**config.mk**
```make
export PLATFORM = sky130hd
export DESIGN_NAME = ysyx_24100012_ifu
export DESIGN_NICKNAME = d
export VERILOG_FILES = /design/src/rtl/ysyx_24100012_ifu.sv
export SDC_FILE = /design/constraint.sdc
export NUM_CORES = 1
export LEC_CHECK = 0
export ABC_AREA = 1
export CAP_MARGIN = 20
export CORE_ASPECT_RATIO = 2
export CORE_MARGIN = 8
export CORE_UTILIZATION = 58
export DETAILED_ROUTE_END_ITERATION = 16
export DONT_BUFFER_PORTS = 1
export PLACE_DENSITY = 0.76
export SYNTH_ARGS = -nofsm -noshare
export SYNTH_HDL_FRONTEND = slang
export SYNTH_SLANG_ARGS = --single-unit
```
**constraint.sdc**
```tcl
create_clock -name clk -period 1.42 [get_ports clk]
set_input_delay 0.284 -clock clk [delete_from_list [all_inputs] [get_ports clk]]
set_output_delay 0.284 -clock clk [all_outputs]
set_load 0.005 [all_outputs]
```
**src/rtl/ysyx_24100012_ifu.sv**
```systemverilog
// Instruction fetch unit: one outstanding word fetch at a time, result held for the
// decoder behind a valid/ready handshake, with redirect squashing and halt.
module ysyx_24100012_ifu #(
  parameter int                    DATA_WIDTH = 32,
  parameter logic [DATA_WIDTH-1:0] RESET_PC   = 32'h8000_0000
) (
  input  logic                  clk,
  input  logic                  rst_n,
  output logic                  mem_req_valid,
  output logic [DATA_WIDTH-1:0] mem_req_addr,
  input  logic                  mem_req_ready,
  input  logic                  mem_rsp_valid,
  input  logic [DATA_WIDTH-1:0] mem_rsp_data,
  input  logic                  mem_rsp_err,
  output logic                  inst_valid,
  input  logic                  inst_ready,
  output logic [DATA_WIDTH-1:0] instruction,
  output logic [DATA_WIDTH-1:0] inst_pc,
  output logic                  fetch_err,
  input  logic                  redirect_valid,
  input  logic [DATA_WIDTH-1:0] redirect_pc,
  input  logic                  halt,
  output logic                  halted
);

  typedef enum logic [2:0] {IDLE, REQ, WAIT, HOLD, STOP} state_e;

  state_e                  state_q, state_d;
  logic [DATA_WIDTH-1:0]   pc_q, pc_d;
  logic [DATA_WIDTH-1:0]   inst_q, inst_d;
  logic [DATA_WIDTH-1:0]   ipc_q, ipc_d;
  logic                    ferr_q, ferr_d;
  logic                    drop_q, drop_d;
  logic                    hpend_q, hpend_d;   // halt seen with a fetch in flight
  logic                    squash;

  // pc keeps the low bits of a misaligned redirect so the fault can be reported.
  assign mem_req_valid = (state_q == REQ);
  assign mem_req_addr  = {pc_q[DATA_WIDTH-1:2], 2'b00};
  assign inst_valid    = (state_q == HOLD);
  assign halted        = (state_q == STOP);
  assign instruction   = inst_q;
  assign inst_pc       = ipc_q;
  assign fetch_err     = ferr_q;
  assign squash        = drop_q | redirect_valid | halt | hpend_q;

  always_comb begin
    state_d = state_q;
    pc_d    = pc_q;
    inst_d  = inst_q;
    ipc_d   = ipc_q;
    ferr_d  = ferr_q;
    drop_d  = drop_q;
    hpend_d = hpend_q;

    if (redirect_valid && state_q != STOP)
      pc_d = redirect_pc;
    else if (state_q == HOLD && inst_ready)
      pc_d = pc_q + DATA_WIDTH'(4);

    case (state_q)
      IDLE: state_d = halt ? STOP : REQ;
      REQ: begin
        if (mem_req_ready) begin
          state_d = WAIT;
          if (redirect_valid || halt) drop_d = 1'b1;
          if (halt) hpend_d = 1'b1;
        end else if (halt) begin
          state_d = STOP;
        end
      end
      WAIT: begin
        if (mem_rsp_valid) begin
          if (squash) begin
            drop_d  = 1'b0;
            state_d = (halt || hpend_q) ? STOP : REQ;
          end else begin
            inst_d  = mem_rsp_data;
            ipc_d   = pc_q;
            ferr_d  = mem_rsp_err | (|pc_q[1:0]);
            state_d = HOLD;
          end
        end else begin
          if (redirect_valid || halt) drop_d = 1'b1;
          if (halt) hpend_d = 1'b1;
        end
      end
      HOLD: begin
        if (halt)                           state_d = STOP;
        else if (redirect_valid || inst_ready) state_d = REQ;
      end
      STOP:    state_d = STOP;
      default: state_d = IDLE;
    endcase
  end

  always_ff @(posedge clk or negedge rst_n) begin
    if (!rst_n) begin
      state_q <= IDLE;
      pc_q    <= RESET_PC;
      inst_q  <= '0;
      ipc_q   <= '0;
      ferr_q  <= 1'b0;
      drop_q  <= 1'b0;
      hpend_q <= 1'b0;
    end else begin
      state_q <= state_d;
      pc_q    <= pc_d;
      inst_q  <= inst_d;
      ipc_q   <= ipc_d;
      ferr_q  <= ferr_d;
      drop_q  <= drop_d;
      hpend_q <= hpend_d;
    end
  end

endmodule

```
Yosys cells after proc, flatten, opt, wreduce, memory -nomap -nowiden

Cells that the tools add are included.
W data, S select, Z words.

Register bits after elaboration: 102
Input port bits: 72
Output and inout bits: 100

Add/sub/neg operators: 1
Equal/unequal tests: 11
Muxes and demuxes: 20
Bitwise operators: 5
Reduce and logical (&&, ||, !) cells: 13

Operator list:

| kind                    | count |
|---|---|
| $mux W32                | 2 |
| $add A32 B3 Y32 const B | 1 |
| $mux W3                 | 8 |
| $pmux W3 S5             | 1 |
| $reduce_and A3 Y1       | 4 |
| $mux W1                 | 7 |
| $eq A3 B2 Y1 const B    | 2 |
| $ne A3 B1 Y1 const B    | 2 |
| $ne A3 B3 Y1 const B    | 2 |
| $ne A2 B2 Y1 const B    | 2 |
| $or A1 B1 Y1            | 4 |
| $pmux W1 S2             | 2 |
| $reduce_bool A2 Y1      | 2 |
| $eq A3 B1 Y1 const B    | 1 |
| $eq A3 B3 Y1 const B    | 1 |
| $logic_not A3 Y1        | 1 |
| $logic_or A1 B1 Y1      | 3 |
| $logic_and A1 B1 Y1     | 2 |
| $ne A2 B1 Y1 const B    | 1 |
| $reduce_or A2 Y1        | 1 |
| $not A1 Y1              | 1 |

Longest topological paths before layout

Word-level depth: 6
Depth in mapped cells: 10
Mapped depth without buffers: 10

Worst setup path after synthesis

Ideal clock, no wire load.

Kind: flip-flop to flip-flop
Start point: register pc_q[3]
End point: register pc_q[20]
Library setup time: 116 ps
Arrival time: 1295 ps
Path slack: 9 ps
Stages on the path, launching flop included: 11
Buffers on the path: 0
Clock period less this slack: 1411 ps
Cell sequence: dfrtp_1 ha_1 nand2_1 nor2_2 nand2_1 nor2_2 nand3_1 nand2_1 nand2_1 nand2_1 nand2_1

Word-level cells in the longest chain between the ends: 3

Ends and longest elaborated chain:

| item                   | line | text |
|---|---|---|
| from (decl)            | 29   | `logic [DATA_WIDTH-1:0] pc_q, pc_d;` |
| from (signal assigned) | 108  | `pc_q <= pc_d;` |
| $add A32 B3 Y32        | 59   | `pc_d = pc_q + DATA_WIDTH'(4);` |
| $mux W32               | 58   | `else if (state_q == HOLD && inst_ready)` |
| $mux W32               | 56   | `if (redirect_valid && state_q != STOP)` |

Every way passes these cells. The select of a mux whose other input is x is not followed.
A chain may end at the register's enable or synchronous reset.

Final worst setup path

Start point: register state_q[2]
End point: register ipc_q[14], in the netlist inst_pc[14]

Word-level cells in the longest chain between the ends: 2

Ends and longest elaborated chain:

| item                        | line | text |
|---|---|---|
| from (decl)                 | 28   | `state_e state_q, state_d;` |
| from (signal assigned)      | 107  | `state_q <= state_d;` |
| $eq A3 B2 Y1                | 61   | `case (state_q)` |
| $reduce_and A3 Y1 (no line) | -    |  |
| to (signal assigned)        | 110  | `ipc_q <= ipc_d;` |
| to (decl)                   | 31   | `logic [DATA_WIDTH-1:0] ipc_q, ipc_d;` |

Every way passes these cells.

==> results.md <==
- After synthesis, the cell types taking the most area are sky130_fd_sc_hd__dfrtp_1 (47%), sky130_fd_sc_hd__nand2_1 (20%), sky130_fd_sc_hd__buf_4 (5.4%).
- The data required time at the worst endpoint is approximately 1600 ps.
- The worst-case hold slack is -375 ps.
- The post-place instance area is 5700 um^2.
- In this run, synthesis produced a sequential element count of about 100.
- Summed over all nets, wire length on met3 after detailed routing comes to approximately 1700 um.
- No sink is reached through more buffers than the 2 on the longest clock path.
- The portion of synthesized cell area occupied by the leading cell type is between 40% and 50%.
- After the flow finishes, the layout carries non-filler instances totaling 879.
- The total power after layout is between 10 and 15 mW.
- The H-tree generated during clock tree synthesis spans 3 levels.
- The cell at the slowest stage of the critical path is sky130_fd_sc_hd__dfrtp_1.
- Setup repair after global routing could not meet its margin everywhere.
- Across all layers, the routed design uses 4961 vias.
- A synthesized cell averages roughly 7.5 um^2.
- The starting density of the core is between 50% and 60%.
- The critical path class is flop to flop.
- The sum of buffers and inverters on the critical path is 3.
- The relative area change from synthesis to final layout is 22.8%.
- At the worst endpoint, the arrival time is 1750 ps.
- For this design the ratio of total power to cell area is approximately 1700 nW/um^2.
- The standard-cell row count is 50.
- For the worst flop-to-flop path, the logic depth is 7.
- The initial antenna violation count is 1.
- Synthesis produced a netlist whose cell count is slightly above 700.
- Global routing consumed, over all layers together, 22.9% of the routing resources.
- The die boundary width is roughly 84 um.
- In this run the static leakage power is 3.45 nW.
- The setup slack after layout is -116 ps.
- The global placer's final weighted congestion is about 0.91.
- The biggest fanout along the worst timing path is 42.
- Counting the buffers created by CTS gives 9.
- The maximum clock skew at final layout is 9.77 ps.
- The cell class contributing the biggest share of worst-path delay is buffers and inverters.
- The first detailed-routing pass took 6 iterations.
- The number of endpoints with negative hold slack in the final report came to around 100.
- Across the run, the number of max-cap violations was 0.
- Fill cells in the final layout number about 700.
- The register area share after synthesis is roughly 47%.
- The most common flop cell mapped by yosys is sky130_fd_sc_hd__dfrtp_1.
- The minimum clock period is roughly 1500 ps.
- Counting flops with a built-in enable in the synthesized netlist gives 0.
- The remaining number of nets flagged by the antenna check after routing is 0.
- The run finished, with violations left.
- Walking the worst path, the cells encountered are inv_2 > nand3_4 > nor3_4 > inv_4 > buf_12 > nand2_1 > o21ai_0.
- Of all flip-flops after synthesis, the portion carrying an async set or reset was between 90% and 100%.
- The number of distinct library cell variants in the gate-level netlist after synthesis is 33.
- In the final routing, the length of wire on met1 measures around 5900 um.
- In the final routed layout, each cell accounts on average for ~19 um.
- After detailed routing, the number of vias per cell comes to between 5 and 6.
- The diode insertion count for antenna repair is 0.
- For this design, the sink count on the clock tree is between 100 and 150.
- The critical path launch point type is a flop.
- After detailed routing, the met2 layer carries between 8000 and 9000 um of wire.
- The most used standard cell by instance count after synthesis is sky130_fd_sc_hd__nand2_1.
- The stage delay of the slowest cell on the critical path is 400 ps.
- The floorplan step defined a die boundary enclosing between 10000 and 15000 um^2.
- The number of design-rule violations left by the first detailed-router iteration is approximately 450.
- After detailed routing, no signal wire sits above met5.
- The number of pins exceeding their max-slew limit in the final report was 0.
- The wire length of the first global-routing pass is 23800 um.
- The count of buffers from port buffering is 0.
- sky130_fd_sc_hd__dfrtp_1 takes more of the synthesized area than any other cell.
- The number of placed cells counting well taps is 836.
- During I/O placement, the number of pins put on the boundary was 172.
- Detailed placement finished with a half-perimeter wire length of about 11000 um.
- The count of synthesis-stage warnings from yosys is 0.
- In this run the clock root is driven by a sky130_fd_sc_hd__clkbuf_16.
- The checks that failed: hold timing, setup timing.
- TritonCTS built the clock tree.
- From bottom edge to top edge, the die measures about 150 um.
- The post-route fraction of the period consumed by the critical path is 108%.
- For this run the aggregate overflow at the end of global routing stands at 0.
- The type of the worst min-delay path is input port to async pin.
- The via count of the first global-routing pass was around 4.6k.
- The clock insertion delay at the later pin of the skew report is around 350 ps.
- By count the netlist is led by sky130_fd_sc_hd__nand2_1 (288), sky130_fd_sc_hd__dfrtp_1 (101), sky130_fd_sc_hd__inv_1 (65).
- Counting buffers and inverters, the worst setup path is 7 cells deep.
- The area of all placed cells without fillers is roughly 6600 um^2.
- At the end of the flow, the number of nets in the layout was roughly 840.
- Setup violations remaining at the end of the flow were counted as 78.
- The final layout contains routed wiring with a total length of approximately 17000 um.
- IR analysis of the VDD net gives a maximum drop of between 1 and 1.5 mV.
- The clock-pin transition on the worst setup and hold timing paths is roughly 70 ps.
- The pre-CTS worst setup slack is -190 ps.
- The worst setup path is captured at a flop.
- The core footprint is 9200 um^2.
- Entering global routing, the biggest net connects around 100 pins.
- Derived from the worst setup path, the maximum achievable clock frequency is roughly 0.65 GHz.
- The fraction of layout cells with a size suffix above 1 is roughly 23%.
- The cell area that synthesis handed to floorplanning was about 5400 um^2.
- For this run, design rule violations remaining after detail routing come to 0.
[power breakdown]
group	leakage, nW	internal (mW)	switching [mW]
sequential	1.35	3.41	0.500
clock	0.130	1.20	1.12
combinational	1.98	2.28	2.85
[path summary, 6_finish.rpt]
path	startpoint	to	slack [ps]
min in group clk	mem_rsp_data[16]	instruction[16]$_DFFE_PN0P_	50
max in group asynchronous	rst_n	pc_q[31]$_DFFE_PN1P_	1580
min	rst_n	instruction[26]$_DFFE_PN0P_	-370
min reg2reg	instruction[29]$_DFFE_PN0P_	instruction[29]$_DFFE_PN0P_	500
max	state_q[2]$_DFFE_PN0P_	inst_pc[14]$_DFFE_PN0P_	-120
max reg2reg	state_q[2]$_DFFE_PN0P_	inst_pc[14]$_DFFE_PN0P_	-120
[flip-flops by register name, summed over array words and instances, names as in the netlist]
register     cells
inst_pc         32
pc_q            32
hpend_q          1
state_q          3
instruction     32
drop_q           1
fetch_err        1
[metrics by stage]
| step | utilization [%] | TNS, ps |
|---|---|---|
| 3_5_place_dp | 62.0 | -4770 |
| 6_report | 72.1 | -2880 |
| 5_1_grt | 72.1 | -9630 |
| 4_1_cts | 66.9 | -186 |
| 2_1_floorplan | - | 0 |
| 3_3_place_gp | 62.0 | -1970 |
[layer usage]
metal | up-vias | global-route usage [%]
li1 | 2320 | -
met1 | 2353 | 26.4
met2 | 242 | 36.9
met3 | 44 | 8.30
met4 | 2 | 9.61
met5 | - | 0
[cell families (layout without fill, tap and decap cells)]
group / count (synthesis) / in the layout / synth area share [%]
xor+xnor: 3 / 3 / 0.487
compound gates: 85 / 85 / 8.97
fa+ha+maj: 1 / 1 / 0.232
buf+inv: 127 / 180 / 12.7
simple gates: 402 / 402 / 30.3
other cells: 1 / 2 / 0.0694
flops: 102 / 102 / 47.3
[area by class of cell]
class | instances | area (um^2) | share of cell area, %
Clock inverter | 5 | 42.5 | 0.642
Inverter | 70 | 278 | 4.19
Sequential cell | 102 | 2550 | 38.5
Timing Repair Buffer | 95 | 1010 | 15.2
Clock buffer | 10 | 229 | 3.45
Multi-Input combinational cell | 493 | 2390 | 36.0
Tap cell | 104 | 130 | 1.96
[layout by cell type (no fill, tap or decap), drive strengths merged, types with 2 or more instances in the layout]
cell,instances
a211oi,2
a21oi,9
buf,88
clkbuf,17
conb,2
dfrtp,101
inv,73
nand2,289
nand3,42
nor2,55
nor3,11
o21ai,61
o22ai,9
or2,4
xor2,3
[timing repair]
action,CTS,global route
hold endpoints to repair,102,102
pin swaps,7,19
cloned,1,9
buffers inserted,4,14
resized for setup,34,48
endpoints found under the setup margin,94,102
No activity file was read; power rests on OpenSTA's default activity.
